**src/rtl/tlb_params.sv**
```systemverilog
// Shared TLB types, CP0 register numbers and field helpers.
package tlb_params;

    localparam int TLB_ENTRIES = 16;
    localparam int TLB_IW = $clog2(TLB_ENTRIES);
    localparam int CACHE_W = 3;

    typedef enum logic [1:0] {
        TLBP  = 2'd0,
        TLBR  = 2'd1,
        TLBWI = 2'd2,
        TLBWR = 2'd3
    } tlb_op_t;

    typedef enum logic {
        IDLE = 1'b0,
        EXEC = 1'b1
    } cp0_state_t;

    localparam logic [4:0] CP0_INDEX    = 5'd0;
    localparam logic [4:0] CP0_RANDOM   = 5'd1;
    localparam logic [4:0] CP0_ENTRYLO0 = 5'd2;
    localparam logic [4:0] CP0_ENTRYLO1 = 5'd3;
    localparam logic [4:0] CP0_WIRED    = 5'd6;
    localparam logic [4:0] CP0_ENTRYHI  = 5'd10;

    typedef struct packed {
        logic [19:0]        pfn;
        logic [CACHE_W-1:0] c;
        logic               d;
        logic               v;
    } page_t;

    typedef struct packed {
        logic [18:0] vpn2;
        logic [7:0]  asid;
        logic        is_global;
        page_t       even;
        page_t       odd;
    } entry_t;

    typedef entry_t tlb_request_t;

    typedef struct packed {
        logic [18:0] vpn;
        logic [7:0]  asid;
        logic        is_odd_page;
    } search_request_t;

    typedef struct packed {
        logic              found;
        logic [TLB_IW-1:0] index;
    } search_result_t;

    typedef struct packed {
        logic [5:0]  zero;
        logic [19:0] pfn;
        logic [2:0]  c;
        logic        d;
        logic        v;
        logic        g;
    } entrylo_t;

    typedef struct packed {
        logic [18:0] vpn2;
        logic [4:0]  zero;
        logic [7:0]  asid;
    } entryhi_t;

    function automatic entrylo_t to_entrylo(input logic [31:0] w);
        entrylo_t r;
        r      = '0;
        r.pfn  = w[25:6];
        r.c    = w[5:3];
        r.d    = w[2];
        r.v    = w[1];
        r.g    = w[0];
        return r;
    endfunction

    function automatic page_t to_page(input entrylo_t lo);
        page_t p;
        p.pfn = lo.pfn;
        p.c   = lo.c[CACHE_W-1:0];
        p.d   = lo.d;
        p.v   = lo.v;
        return p;
    endfunction

    function automatic entrylo_t from_page(input page_t p, input logic g);
        entrylo_t r;
        r     = '0;
        r.pfn = p.pfn;
        r.c   = 3'(p.c);
        r.d   = p.d;
        r.v   = p.v;
        r.g   = g;
        return r;
    endfunction

endpackage

```
**src/rtl/tlb_random_counter.sv**
```systemverilog
// CP0 Random: free-running down counter that wraps above Wired.
module tlb_random_counter
    import tlb_params::*;
#(
    parameter int TLB_NUM = TLB_ENTRIES,
    localparam int IW = $clog2(TLB_NUM)
) (
    input  logic          clock,
    input  logic          reset_n,
    input  logic [IW-1:0] wired,
    input  logic          wired_write,
    output logic [IW-1:0] random
);

    localparam logic [IW-1:0] TOP = IW'(TLB_NUM - 1);

    // Reaching Wired (or Wired at TOP) reloads, so wired slots are never picked.
    always_ff @(posedge clock or negedge reset_n) begin
        if (!reset_n) begin
            random <= TOP;
        end else if (wired_write || random <= wired) begin
            random <= TOP;
        end else begin
            random <= random - 1'b1;
        end
    end

endmodule

```
**src/rtl/tlb_cp0_unit.sv**
```systemverilog
// TLB-management CP0 registers and TLBP/TLBR/TLBWI/TLBWR sequencing.
module tlb_cp0_unit
    import tlb_params::*;
#(
    parameter int TLB_NUM = TLB_ENTRIES,
    localparam int IW = $clog2(TLB_NUM)
) (
    input  logic            clock,
    input  logic            reset_n,
    input  logic            op_valid,
    input  tlb_op_t         op_type,
    output logic            op_ready,
    output logic            op_done,
    input  logic            cp0_write_enable,
    input  logic [4:0]      cp0_write_addr,
    input  logic [31:0]     cp0_write_data,
    input  logic [4:0]      cp0_read_addr,
    output logic [31:0]     cp0_read_data,
    output logic [7:0]      current_asid,
    output search_request_t tlb_search_request,
    input  search_result_t  tlb_search_result,
    output logic            tlb_write_enabled,
    output logic [IW-1:0]   tlb_write_index,
    output tlb_request_t    tlb_write_data,
    output logic [IW-1:0]   tlb_read_index,
    input  tlb_request_t    tlb_read_data
);

    cp0_state_t    state;
    tlb_op_t       op_q;
    logic [IW-1:0] idx_q;

    logic          index_p;
    logic [IW-1:0] index_idx;
    logic [IW-1:0] wired;
    logic [IW-1:0] random;
    entrylo_t      entrylo0;
    entrylo_t      entrylo1;
    entryhi_t      entryhi;

    logic wired_write;
    logic probe_done;
    logic read_done;
    logic unused_bits;

    assign wired_write = cp0_write_enable && cp0_write_addr == CP0_WIRED;
    assign probe_done  = state == EXEC && op_q == TLBP;
    assign read_done   = state == EXEC && op_q == TLBR;
    assign unused_bits = ^cp0_write_data[12:8];

    tlb_random_counter #(.TLB_NUM(TLB_NUM)) u_random (
        .clock       (clock),
        .reset_n     (reset_n),
        .wired       (wired),
        .wired_write (wired_write),
        .random      (random)
    );

    always_ff @(posedge clock or negedge reset_n) begin
        if (!reset_n) begin
            state    <= IDLE;
            op_ready <= 1'b1;
            op_done  <= 1'b0;
            op_q     <= TLBP;
            idx_q    <= '0;
        end else begin
            unique case (state)
                IDLE: begin
                    op_done <= 1'b0;
                    if (op_valid) begin
                        op_q     <= op_type;
                        idx_q    <= (op_type == TLBWR) ? random : index_idx;
                        state    <= EXEC;
                        op_ready <= 1'b0;
                        op_done  <= 1'b1;
                    end
                end
                EXEC: begin
                    state    <= IDLE;
                    op_ready <= 1'b1;
                    op_done  <= 1'b0;
                end
            endcase
        end
    end

    // Op results are assigned last so they win over a same-cycle mtc0.
    always_ff @(posedge clock or negedge reset_n) begin
        if (!reset_n) begin
            index_p   <= 1'b0;
            index_idx <= '0;
            wired     <= '0;
            entrylo0  <= '0;
            entrylo1  <= '0;
            entryhi   <= '0;
        end else begin
            if (cp0_write_enable) begin
                case (cp0_write_addr)
                    CP0_INDEX: begin
                        index_p   <= cp0_write_data[31];
                        index_idx <= cp0_write_data[IW-1:0];
                    end
                    CP0_ENTRYLO0: entrylo0 <= to_entrylo(cp0_write_data);
                    CP0_ENTRYLO1: entrylo1 <= to_entrylo(cp0_write_data);
                    CP0_WIRED:    wired    <= cp0_write_data[IW-1:0];
                    CP0_ENTRYHI: begin
                        entryhi.vpn2 <= cp0_write_data[31:13];
                        entryhi.zero <= '0;
                        entryhi.asid <= cp0_write_data[7:0];
                    end
                    default: ;
                endcase
            end
            if (probe_done) begin
                index_p   <= !tlb_search_result.found;
                index_idx <= tlb_search_result.found ?
                             IW'(tlb_search_result.index) : index_idx;
            end
            if (read_done) begin
                entryhi.vpn2 <= tlb_read_data.vpn2;
                entryhi.zero <= '0;
                entryhi.asid <= tlb_read_data.asid;
                entrylo0 <= from_page(tlb_read_data.even, tlb_read_data.is_global);
                entrylo1 <= from_page(tlb_read_data.odd, tlb_read_data.is_global);
            end
        end
    end

    always_comb begin
        cp0_read_data = '0;
        case (cp0_read_addr)
            CP0_INDEX: begin
                cp0_read_data[31]     = index_p;
                cp0_read_data[IW-1:0] = index_idx;
            end
            CP0_RANDOM:   cp0_read_data[IW-1:0] = random;
            CP0_ENTRYLO0: cp0_read_data = entrylo0;
            CP0_ENTRYLO1: cp0_read_data = entrylo1;
            CP0_WIRED:    cp0_read_data[IW-1:0] = wired;
            CP0_ENTRYHI:  cp0_read_data = entryhi;
            default:      cp0_read_data = '0;
        endcase
    end

    assign current_asid = entryhi.asid;

    assign tlb_search_request.vpn         = entryhi.vpn2;
    assign tlb_search_request.asid        = entryhi.asid;
    assign tlb_search_request.is_odd_page = 1'b0;

    assign tlb_read_index    = index_idx;
    assign tlb_write_enabled = state == EXEC && (op_q == TLBWI || op_q == TLBWR);
    assign tlb_write_index   = idx_q;

    assign tlb_write_data.vpn2      = entryhi.vpn2;
    assign tlb_write_data.asid      = entryhi.asid;
    assign tlb_write_data.is_global = entrylo0.g & entrylo1.g;
    assign tlb_write_data.even      = to_page(entrylo0);
    assign tlb_write_data.odd       = to_page(entrylo1);

endmodule

```
**config.mk**
```make
export PLATFORM = sky130hd
export DESIGN_NAME = tlb_cp0_unit
export DESIGN_NICKNAME = d
export VERILOG_FILES = /design/src/rtl/tlb_params.sv /design/src/rtl/tlb_random_counter.sv /design/src/rtl/tlb_cp0_unit.sv
export SDC_FILE = /design/constraint.sdc
export NUM_CORES = 1
export LEC_CHECK = 0
export ABC_AREA = 0
export BUFFER_PORTS_ARGS = -buffer_cell sky130_fd_sc_hd__clkbuf_2
export CAP_MARGIN = 20
export CORE_UTILIZATION = 53
export CTS_BUF_LIST = sky130_fd_sc_hd__clkbuf_4 sky130_fd_sc_hd__clkbuf_8
export DETAILED_ROUTE_END_ITERATION = 10
export PLACE_DENSITY = 0.95
export SLEW_MARGIN = 20
export SYNTH_ARGS = -nofsm -noshare
export SYNTH_HDL_FRONTEND = slang
export SYNTH_SLANG_ARGS = --single-unit
```
**constraint.sdc**
```tcl
create_clock -name clock -period 3.8 [get_ports clock]
set_input_delay 0.76 -clock clock [delete_from_list [all_inputs] [get_ports clock]]
set_output_delay 0.76 -clock clock [all_outputs]
set_load 0.05 [all_outputs]
```
==> results.md, run 1 <==
* Average cell area after synthesis at 9.037 um^2
* Multi-input gate area at 2914 um^2
* Count of buffers inserted at the top-level ports at 286
* CP Buf/Inv Count at 3
* Slowest cell delay on critical path at 0.53 ns
* Critical path startpoint category: input pin
* TritonCTS Sinks at 100
* Hold Crit Class: input pin to async pin
* Total track usage at 33.47%
* Initial standard-cell utilization of the core at 54.32%
* Crit-path cells: clkbuf_2, nor3b_2, and2_1, buf_12, a221o_1, clkbuf_2
* Maximum level of the CTS H-tree at 3
* GR Overflow Total at 0
* # diodes at 0
* FP Rows at 40
* Buffer count from post-CTS setup fixing at 0
* Die W at 112.7 um
* Post-route DRC at 0
* Max Freq at 309.4 MHz
* Post-cts resize count at 0
* Portion of the post-synthesis area used by sequential elements at 38.61%
* Fraction of registers with async set/reset at 100.0%
* Share of the synthesized area in the top cell type at 36.59%
* Critical path fanouts, max at 14
* Global-route wire length before repair at 32,710 um
* Post-layout net count at 1,019
* Drt first-iter violations at 864
* RSZ-0062 raised after global routing: false
* Filler cells at 1,003
* Synth top area cells: sky130_fd_sc_hd__dfrtp_1 37%, sky130_fd_sc_hd__buf_4 10%, sky130_fd_sc_hd__o211ai_1 5.4%
* Root cell of the clock tree: sky130_fd_sc_hd__clkbuf_8
* CTS max path bufs at 2
* Post-synthesis instance area at 6497 um^2
* Fin Clk Skew at 0.01391 ns
* Slew at the pin closest to its max-slew limit at 1.146 ns
* I/O pins at 288
* Layout Area Growth over Synthesis at 14.83%
* Final weighted congestion in routability-driven placement at 0.9080
* Detailed-router iteration count before antenna repair at 6
* Via/cell ratio at 6.369
* Vert. Die Dim at 112.7 um
* Critical Path RT at 3.04 ns
* Power density over the cells at 782.1 nW/um^2
* Most used standard cell by instance count after synthesis: sky130_fd_sc_hd__dfrtp_1
* Post-route fraction of the period consumed by the critical path at 85.04%
* Cell types with the highest counts after synthesis: 95 x sky130_fd_sc_hd__dfrtp_1, 88 x sky130_fd_sc_hd__buf_4, 58 x sky130_fd_sc_hd__nor2_1, 57 x sky130_fd_sc_hd__a21oi_1, 50 x sky130_fd_sc_hd__o21ai_1
* Total power of the final layout at 0.005835 W
* Total via count after detailed routing at 6,592
* Dominant cell type by count on the critical path: sky130_fd_sc_hd__clkbuf_2
* Clock transition at the register clock pins on the worst setup and hold paths after CTS at 0.09 ns
* Number of global-route vias before repair at 6,295
* TritonCTS clock tree: built
* Synth Net Count at 855
* Total Negative Setup Slacks at 0 ns
* Most used flip-flop cell after synthesis: sky130_fd_sc_hd__dfrtp_1
* Number of synthesized register bits at 100
* WL final at 21,570 um
* Start-to-end type of the worst setup path: input pin to primary output
* Final count of negative-setup-slack endpoints at 0
* Worst skew pair latency at 0.37 ns
* Dpl hpwl at 14,570 um
* Placeable Area at 11,960 um^2
* Peak supply drop at 0.3998 mV
* CTS hold repair buffers at 0
* Cell type group with the largest total delay on the critical path: simple AND/OR/NAND/NOR gates
* Maximum number of pins on one net before global-route repair at 105
* Routed length per placed instance at 20.84 um
* Worst relative slew slack at 23.58%
* Cell count after synthesis at 719
* Period minus WS final at 3.232 ns
* Final antenna-violating net count at 0
* Number of enable flip-flop cells after synthesis at 0
* Max Cap Viol at 0
* Count of cell types in the netlist at 59
* Run status: complete, no violations
* Register cell area after layout at 2509 um^2
* Fin. Hold Viols at 0
* Final slew viol count at 0
* Kind of capture point of the worst setup path: primary output
* Post-synth top area cell: sky130_fd_sc_hd__dfrtp_1
* Total of warnings raised by yosys at 0
* Total CTS buffers at 9
* Fraction of final layout cells with drive strength greater than 1 at 39.64%
* Leakage component of the power at 3.640 nW
* Slowest CP cell: sky130_fd_sc_hd__and2_1
* Arrival time reported for the critical path endpoint at 2.47 ns
* Initial antenna violation count at 0
* Die area at 12,710 um^2
[layer usage]
layer	global-route usage, %	wire, um	vias to the layer above
met4	16.89	739	0
met3	7.874	2472	76
met2	55.56	10380	521
met1	40.94	7975	3115
li1	-	-	2880
met5	0	0	-
[cells by family after synthesis]
logic type | share of synthesized area, %
xor+xnor | 0.2696
compound gates | 26.77
simple gates | 13.17
other cells | 0.05771
flops | 38.61
buf+inv | 16.89
mux | 3.274
fa+ha+maj | 0.9628
[per-stage QoR]
stage / util, % / area [um^2] / hold WS (ns) / worst slack [ns] / std cells
global route: 62.37 / 7461 / 0.4933 / 0.5128 / 1035
floorplan: - / 6497 / 0.4644 / 0.4274 / 719
CTS: 62.34 / 7457 / 0.5162 / 0.6221 / 1035
detailed placement: 60.50 / 7237 / 0.4930 / 0.6476 / 1019
global placement: 60.50 / 7237 / 0.4682 / 0.7456 / 1019
finish: 62.37 / 7461 / 0.4496 / 0.5683 / 1035
[report_power, final]
part | internal [W] | total, W | leakage (nW) | switching, W
registers | 0.00146 | 0.00189 | 1.16 | 0.000435
logic | 0.000746 | 0.00318 | 2.37 | 0.00243
clock network | 0.000379 | 0.000765 | 0.106 | 0.000386
total | 0.00258 | 0.00584 | 3.64 | 0.00325
[final timing paths]
kind                                     from                  to  slack, ns  depth (start not counted)
min reg2reg                tlb_write_index[3]  tlb_write_index[3]       0.52                          2
min in group clock         tlb_write_index[3]  tlb_write_index[3]       0.52                          2
max reg2reg                             state  tlb_write_data[10]       1.75                          4
max in group asynchronous             reset_n  tlb_write_data[16]       2.63                          2
min                                   reset_n  tlb_write_data[28]       0.45                          1
max                          cp0_read_addr[1]   cp0_read_data[19]       0.57                          6
[flip-flops by register name, indices dropped and copies added (netlist names), 2 cells and up]
name and cells:
tlb_write_data 50, tlb_write_index 4, current_asid 8, op_q 2, tlb_search_request 19, u_random.random 4, wired 4, tlb_read_index 4
[worst reg2reg max path, cell delays in order (launching register included)]
cell and delay [ns]:
sky130_fd_sc_hd__dfrtp_1 0.47, sky130_fd_sc_hd__and3b_2 0.70, sky130_fd_sc_hd__buf_4 0.52, sky130_fd_sc_hd__a41oi_1 0.10, sky130_fd_sc_hd__a21oi_1 0.19
[cells in the final DEF, fill, tap and decap left out, drive strengths merged, types with 19 or more instances in the layout]
| cell type | n |
|---|---|
| and3 | 23 |
| nor2 | 58 |
| a41oi | 26 |
| o211ai | 47 |
| a31oi | 28 |
| nand2 | 49 |
| dfrtp | 95 |
| clkbuf | 295 |
| a221o | 20 |
| a21oi | 57 |
| buf | 19 |
| o21ai | 61 |
[layout make-up]
type | instances | share of cell area (%)
Sequential cell | 100 | 33.62
Clock inverter | 6 | 1.191
Inverter | 13 | 0.6540
Timing Repair Buffer | 304 | 21.25
Multi-Input combinational cell | 455 | 39.06
Tap cell | 147 | 2.465
Clock buffer | 10 | 1.761
Note: power is estimated with default switching activity, not from simulation.
==> inputs of run 2 (changes only) <==
--- a/config.mk
+++ b/config.mk
@@ -8,11 +8,13 @@
 export ABC_AREA = 0
 export BUFFER_PORTS_ARGS = -buffer_cell sky130_fd_sc_hd__clkbuf_2
 export CAP_MARGIN = 20
-export CORE_UTILIZATION = 53
+export CORE_AREA = 2 2 112 114
 export CTS_BUF_LIST = sky130_fd_sc_hd__clkbuf_4 sky130_fd_sc_hd__clkbuf_8
 export DETAILED_ROUTE_END_ITERATION = 10
+export DIE_AREA = 0 0 114 116
 export PLACE_DENSITY = 0.95
 export SLEW_MARGIN = 20
 export SYNTH_ARGS = -nofsm -noshare
 export SYNTH_HDL_FRONTEND = slang
+export SYNTH_HIERARCHICAL = 1
 export SYNTH_SLANG_ARGS = --single-unit
==> run 2 against run 1 <==
Compared with the run above:
- sequential share of layout area is 0.17 points lower
- clock power is 5.0% lower
- die area is 4.1% higher
- count of clock-buffer cells in the layout is 4 higher
- synthesized area is 3.8% lower
- fmax is 2.9% lower
- via count is 0.18% higher
- critical endpoint is now cp0_read_data[12]
- critical path type unchanged
- non-clock buffer count is 4 lower
- hold slack worse by 0.026 ns
- total power is 0.49% higher
==> results.md, run 2 <==
* FP Rows at 40 (unchanged)
* Buffer count from post-CTS setup fixing at 0 (unchanged)
* Placeable Area at 11,910 um^2 (-0.42%)
* Initial standard-cell utilization of the core at 52.50% (-1.8 points)
* Max Freq at 300.5 MHz (-2.9%)
* Worst skew pair latency at 0.36 ns (about the same)
* Die W at 114 um (+1.1%)
* Total of warnings raised by yosys at 6 (+6)
* Number of instances in the placed design at 1,027 (+0.79%)
* Kind of capture point of the worst setup path: primary output
* Post-synthesis instance area at 6253 um^2 (-3.8%)
* Die area at 13,220 um^2 (+4.1%)
* Most common cell after layout, fill and taps aside: sky130_fd_sc_hd__clkbuf_2
* Critical path fanouts, max at 23 (+9)
* Cell type group with the largest total delay on the critical path: simple AND/OR/NAND/NOR gates
* Fraction of final layout cells with drive strength greater than 1 at 39.73% (+0.093 points)
* Hold Crit Class: input pin to async pin
* Crit-path cells: clkbuf_2, or3b_1, buf_4, nor2_1, a22o_1, clkbuf_2
* Detailed-router iteration count before antenna repair at 6 (unchanged)
* CP Buf/Inv Count at 3 (unchanged)
* Drt first-iter violations at 792 (-8.3%)
* Peak supply drop at 0.4295 mV (+7.4%)
* Cell count after synthesis at 729 (+1.4%)
* Post-layout net count at 1,027 (+0.79%)
* Most used flip-flop cell after synthesis: sky130_fd_sc_hd__dfrtp_1
* Slowest cell delay on critical path at 0.43 ns (-0.10 ns)
* Fin Clk Skew at 0.01073 ns (-0.003179 ns)
* Arrival time reported for the critical path endpoint at 2.57 ns (+0.10 ns)
* Leakage component of the power at 3.532 nW (-3.0%)
* Average cell area after synthesis at 8.578 um^2 (-5.1%)
* Max Cap Viol at 0 (unchanged)
* Area after detailed placement at 7276 um^2 (+0.54%)
* Critical path startpoint category: input pin
* Critical Path RT at 3.04 ns (about the same)
* Vert. Die Dim at 116 um (+2.9%)
* Run status: complete, no violations
* Total CTS buffers at 9 (unchanged)
* Initial antenna violation count at 0 (unchanged)
* Synth Net Count at 865 (+1.2%)
* Via/cell ratio at 6.332 (-0.59%)
* TritonCTS Sinks at 100 (unchanged)
* Synthesized-area fraction occupied by xor and xnor cells at 0.2801% (+0.011 points)
* Synth top area cells: sky130_fd_sc_hd__dfrtp_1 38%, sky130_fd_sc_hd__buf_4 11%, sky130_fd_sc_hd__a31oi_1 8.0%
* Maximum level of the CTS H-tree at 3 (unchanged)
* Dpl hpwl at 15,130 um (+3.8%)
* Fin. Hold Viols at 0 (unchanged)
* Clock transition at the register clock pins on the worst setup and hold paths after CTS at 0.09 ns (about the same)
* Number of global-route vias before repair at 6,153 (-2.3%)
* Adder-Cell Fraction of Synth Area at 1.000% (+0.038 points)
* Worst reg-to-reg setup slack at 2.20 ns (+0.45 ns)
* Combinational family with the most area after synthesis: compound AO/OA/AOI/OAI gates
* Number of synthesized register bits at 100 (unchanged)
* Post-route DRC at 0 (unchanged)
* Period minus WS final at 3.328 ns (+0.09587 ns)
* WL final at 21,810 um (+1.1%)
* Commonest cells after routing, fill and taps aside: 274 x sky130_fd_sc_hd__clkbuf_2, 95 x sky130_fd_sc_hd__dfrtp_1, 83 x sky130_fd_sc_hd__o21ai_0
* Global-route wire length before repair at 32,310 um (-1.2%)
* Total track usage at 31.63% (-1.8 points)
* Slowest CP cell: sky130_fd_sc_hd__or3b_1
* Total Negative Setup Slacks at 0 ns (unchanged)
* Post-route fraction of the period consumed by the critical path at 87.57% (+2.5 points)
* Power density over the cells at 781.9 nW/um^2 (about the same)
* Multiplexer share of the synthesized area at 3.001% (-0.27 points)
* Worst reg-to-reg path cell count at 3 (-1)
* I/O pins at 288 (unchanged)
* Final antenna-violating net count at 0 (unchanged)
* Final weighted congestion in routability-driven placement at 0.9564 (+5.3%)
* CTS max path bufs at 2 (unchanged)
* # diodes at 0 (unchanged)
* RSZ-0062 raised after global routing: false
* Fraction of registers with async set/reset at 100.0% (unchanged)
* Most used standard cell by instance count after synthesis: sky130_fd_sc_hd__dfrtp_1
* Simple-Gate Fraction of Synth Area at 17.39% (+4.2 points)
* Max reg flops at 50 (unchanged)
* Filler cells at 985 (-1.8%)
* Total via count after detailed routing at 6,604 (+0.18%)
* Start-to-end type of the worst setup path: input pin to primary output
* Dominant cell type by count on the critical path: sky130_fd_sc_hd__clkbuf_2
* Count of buffers inserted at the top-level ports at 286 (unchanged)
* TritonCTS clock tree: built
* Logic depth of the worst path, buffers included at 6 (unchanged)
* Maximum number of pins on one net before global-route repair at 158 (+50%)
* Layout Area Growth over Synthesis at 19.93%
* Count of cell types in the netlist at 47 (-20%)
* CTS hold repair buffers at 0 (unchanged)
* Final count of negative-setup-slack endpoints at 0 (unchanged)
* Portion of the post-synthesis area used by sequential elements at 40.12% (+1.5 points)
* Final slew viol count at 0 (unchanged)
* Root cell of the clock tree: sky130_fd_sc_hd__clkbuf_8
* Cell types with the highest counts after synthesis: 95 x sky130_fd_sc_hd__dfrtp_1, 88 x sky130_fd_sc_hd__buf_4, 83 x sky130_fd_sc_hd__o21ai_0, 81 x sky130_fd_sc_hd__nand3_1, 81 x sky130_fd_sc_hd__nor2_1
* Post-synth top area cell: sky130_fd_sc_hd__dfrtp_1
* Post-synthesis compound-gate area fraction at 21.73% (-5.0 points)
* GR Overflow Total at 0 (unchanged)
* Post-cts resize count at 0 (unchanged)
* Routed length per placed instance at 20.91 um (+0.36%)
* Slew at the pin closest to its max-slew limit at 1.095 ns (-0.05167 ns)
* Worst relative slew slack at 26.84% (+3.3 points)
* Number of enable flip-flop cells after synthesis at 0 (unchanged)
* Final design area excluding fillers at 7500 um^2 (+0.52%)
* Share of the synthesized area in the top cell type at 38.02% (+1.4 points)
* Number of standard cells in the final layout excluding fillers at 1,043 (+0.77%)
## run 2: cell count changes after synthesis, moves of 16 or more
| cell | before | now |
|---|---|---|
| sky130_fd_sc_hd__nand3_1 | 4 | 81 |
| sky130_fd_sc_hd__o21ai_0 | 11 | 83 |
| sky130_fd_sc_hd__a21oi_1 | 57 | 0 |
| sky130_fd_sc_hd__a31oi_1 | 28 | 80 |
| sky130_fd_sc_hd__o21ai_1 | 50 | 0 |
| sky130_fd_sc_hd__nand2_1 | 49 | 6 |
| sky130_fd_sc_hd__o211ai_1 | 47 | 4 |
| sky130_fd_sc_hd__a41oi_1 | 26 | 1 |
| sky130_fd_sc_hd__and3_1 | 23 | 0 |
| sky130_fd_sc_hd__nor2_1 | 58 | 81 |
| sky130_fd_sc_hd__nor3_1 | 2 | 18 |
## run 2: layout make-up
type	count	area, um^2	share of cell area [%]
tap	147	183.9	2.452
inverter	27	101.3	1.351
multi-input combinational	453	2764	36.85
sequential	100	2509	33.45
timing repair buffer	300	1733	23.11
clock buffer	14	173.9	2.319
clock inverter	2	35.03	0.4671
## run 2: metal layers
layer	part of all wire, %	vias to the layer above	routed length, um	GRT usage [%]
met5	0	-	0	0
met4	5.6	0	1213	19.67
met3	10	103	2178	5.544
met2	48	544	10390	51.39
met1	37	3096	8035	39.47
li1	-	2861	-	-
## run 2: final timing paths
| kind | start | endpoint |
|---|---|---|
| hold reg to reg | tlb_write_index[2] | tlb_write_index[2] |
| setup reg to reg | op_q[1] | tlb_read_index[2] |
| setup / recovery | cp0_read_addr[1] | cp0_read_data[12] |
| max in group asynchronous | reset_n | tlb_write_data[22] |
| hold / removal | reset_n | tlb_write_index[2] |
| min in group clock | tlb_write_index[2] | tlb_write_index[2] |
## run 2: per-stage QoR
| step | power, W | hold slack [ns] | utilization, % | setup WS [ns] |
|---|---|---|---|---|
| after floorplan | 0.004682 | 0.4644 | - | 0.7489 |
| after global placement | 0.005049 | 0.4709 | 61.08 | 0.5765 |
| after detailed placement | 0.005131 | 0.4790 | 61.08 | 0.4968 |
| after CTS | 0.005855 | 0.4992 | 62.84 | 0.4889 |
| after global routing | 0.006098 | 0.4992 | 62.96 | 0.4400 |
| final | 0.005864 | 0.4237 | 62.96 | 0.4724 |
## run 2: report_power, final
group	internal, W	switching [W]	total [W]
clock network	0.000363	0.000364	0.000727
registers	0.00146	0.000429	0.00189
logic	0.000744	0.00250	0.00325
## run 2: logic make-up after synthesis
group | after synthesis
muxes | 18
and+or+nand+nor | 219
xor gates and xnor gates | 2
AOI/OAI and AO/OA | 208
buffers and inverters | 176
DFF | 100
adders and majority gates | 5
other | 1
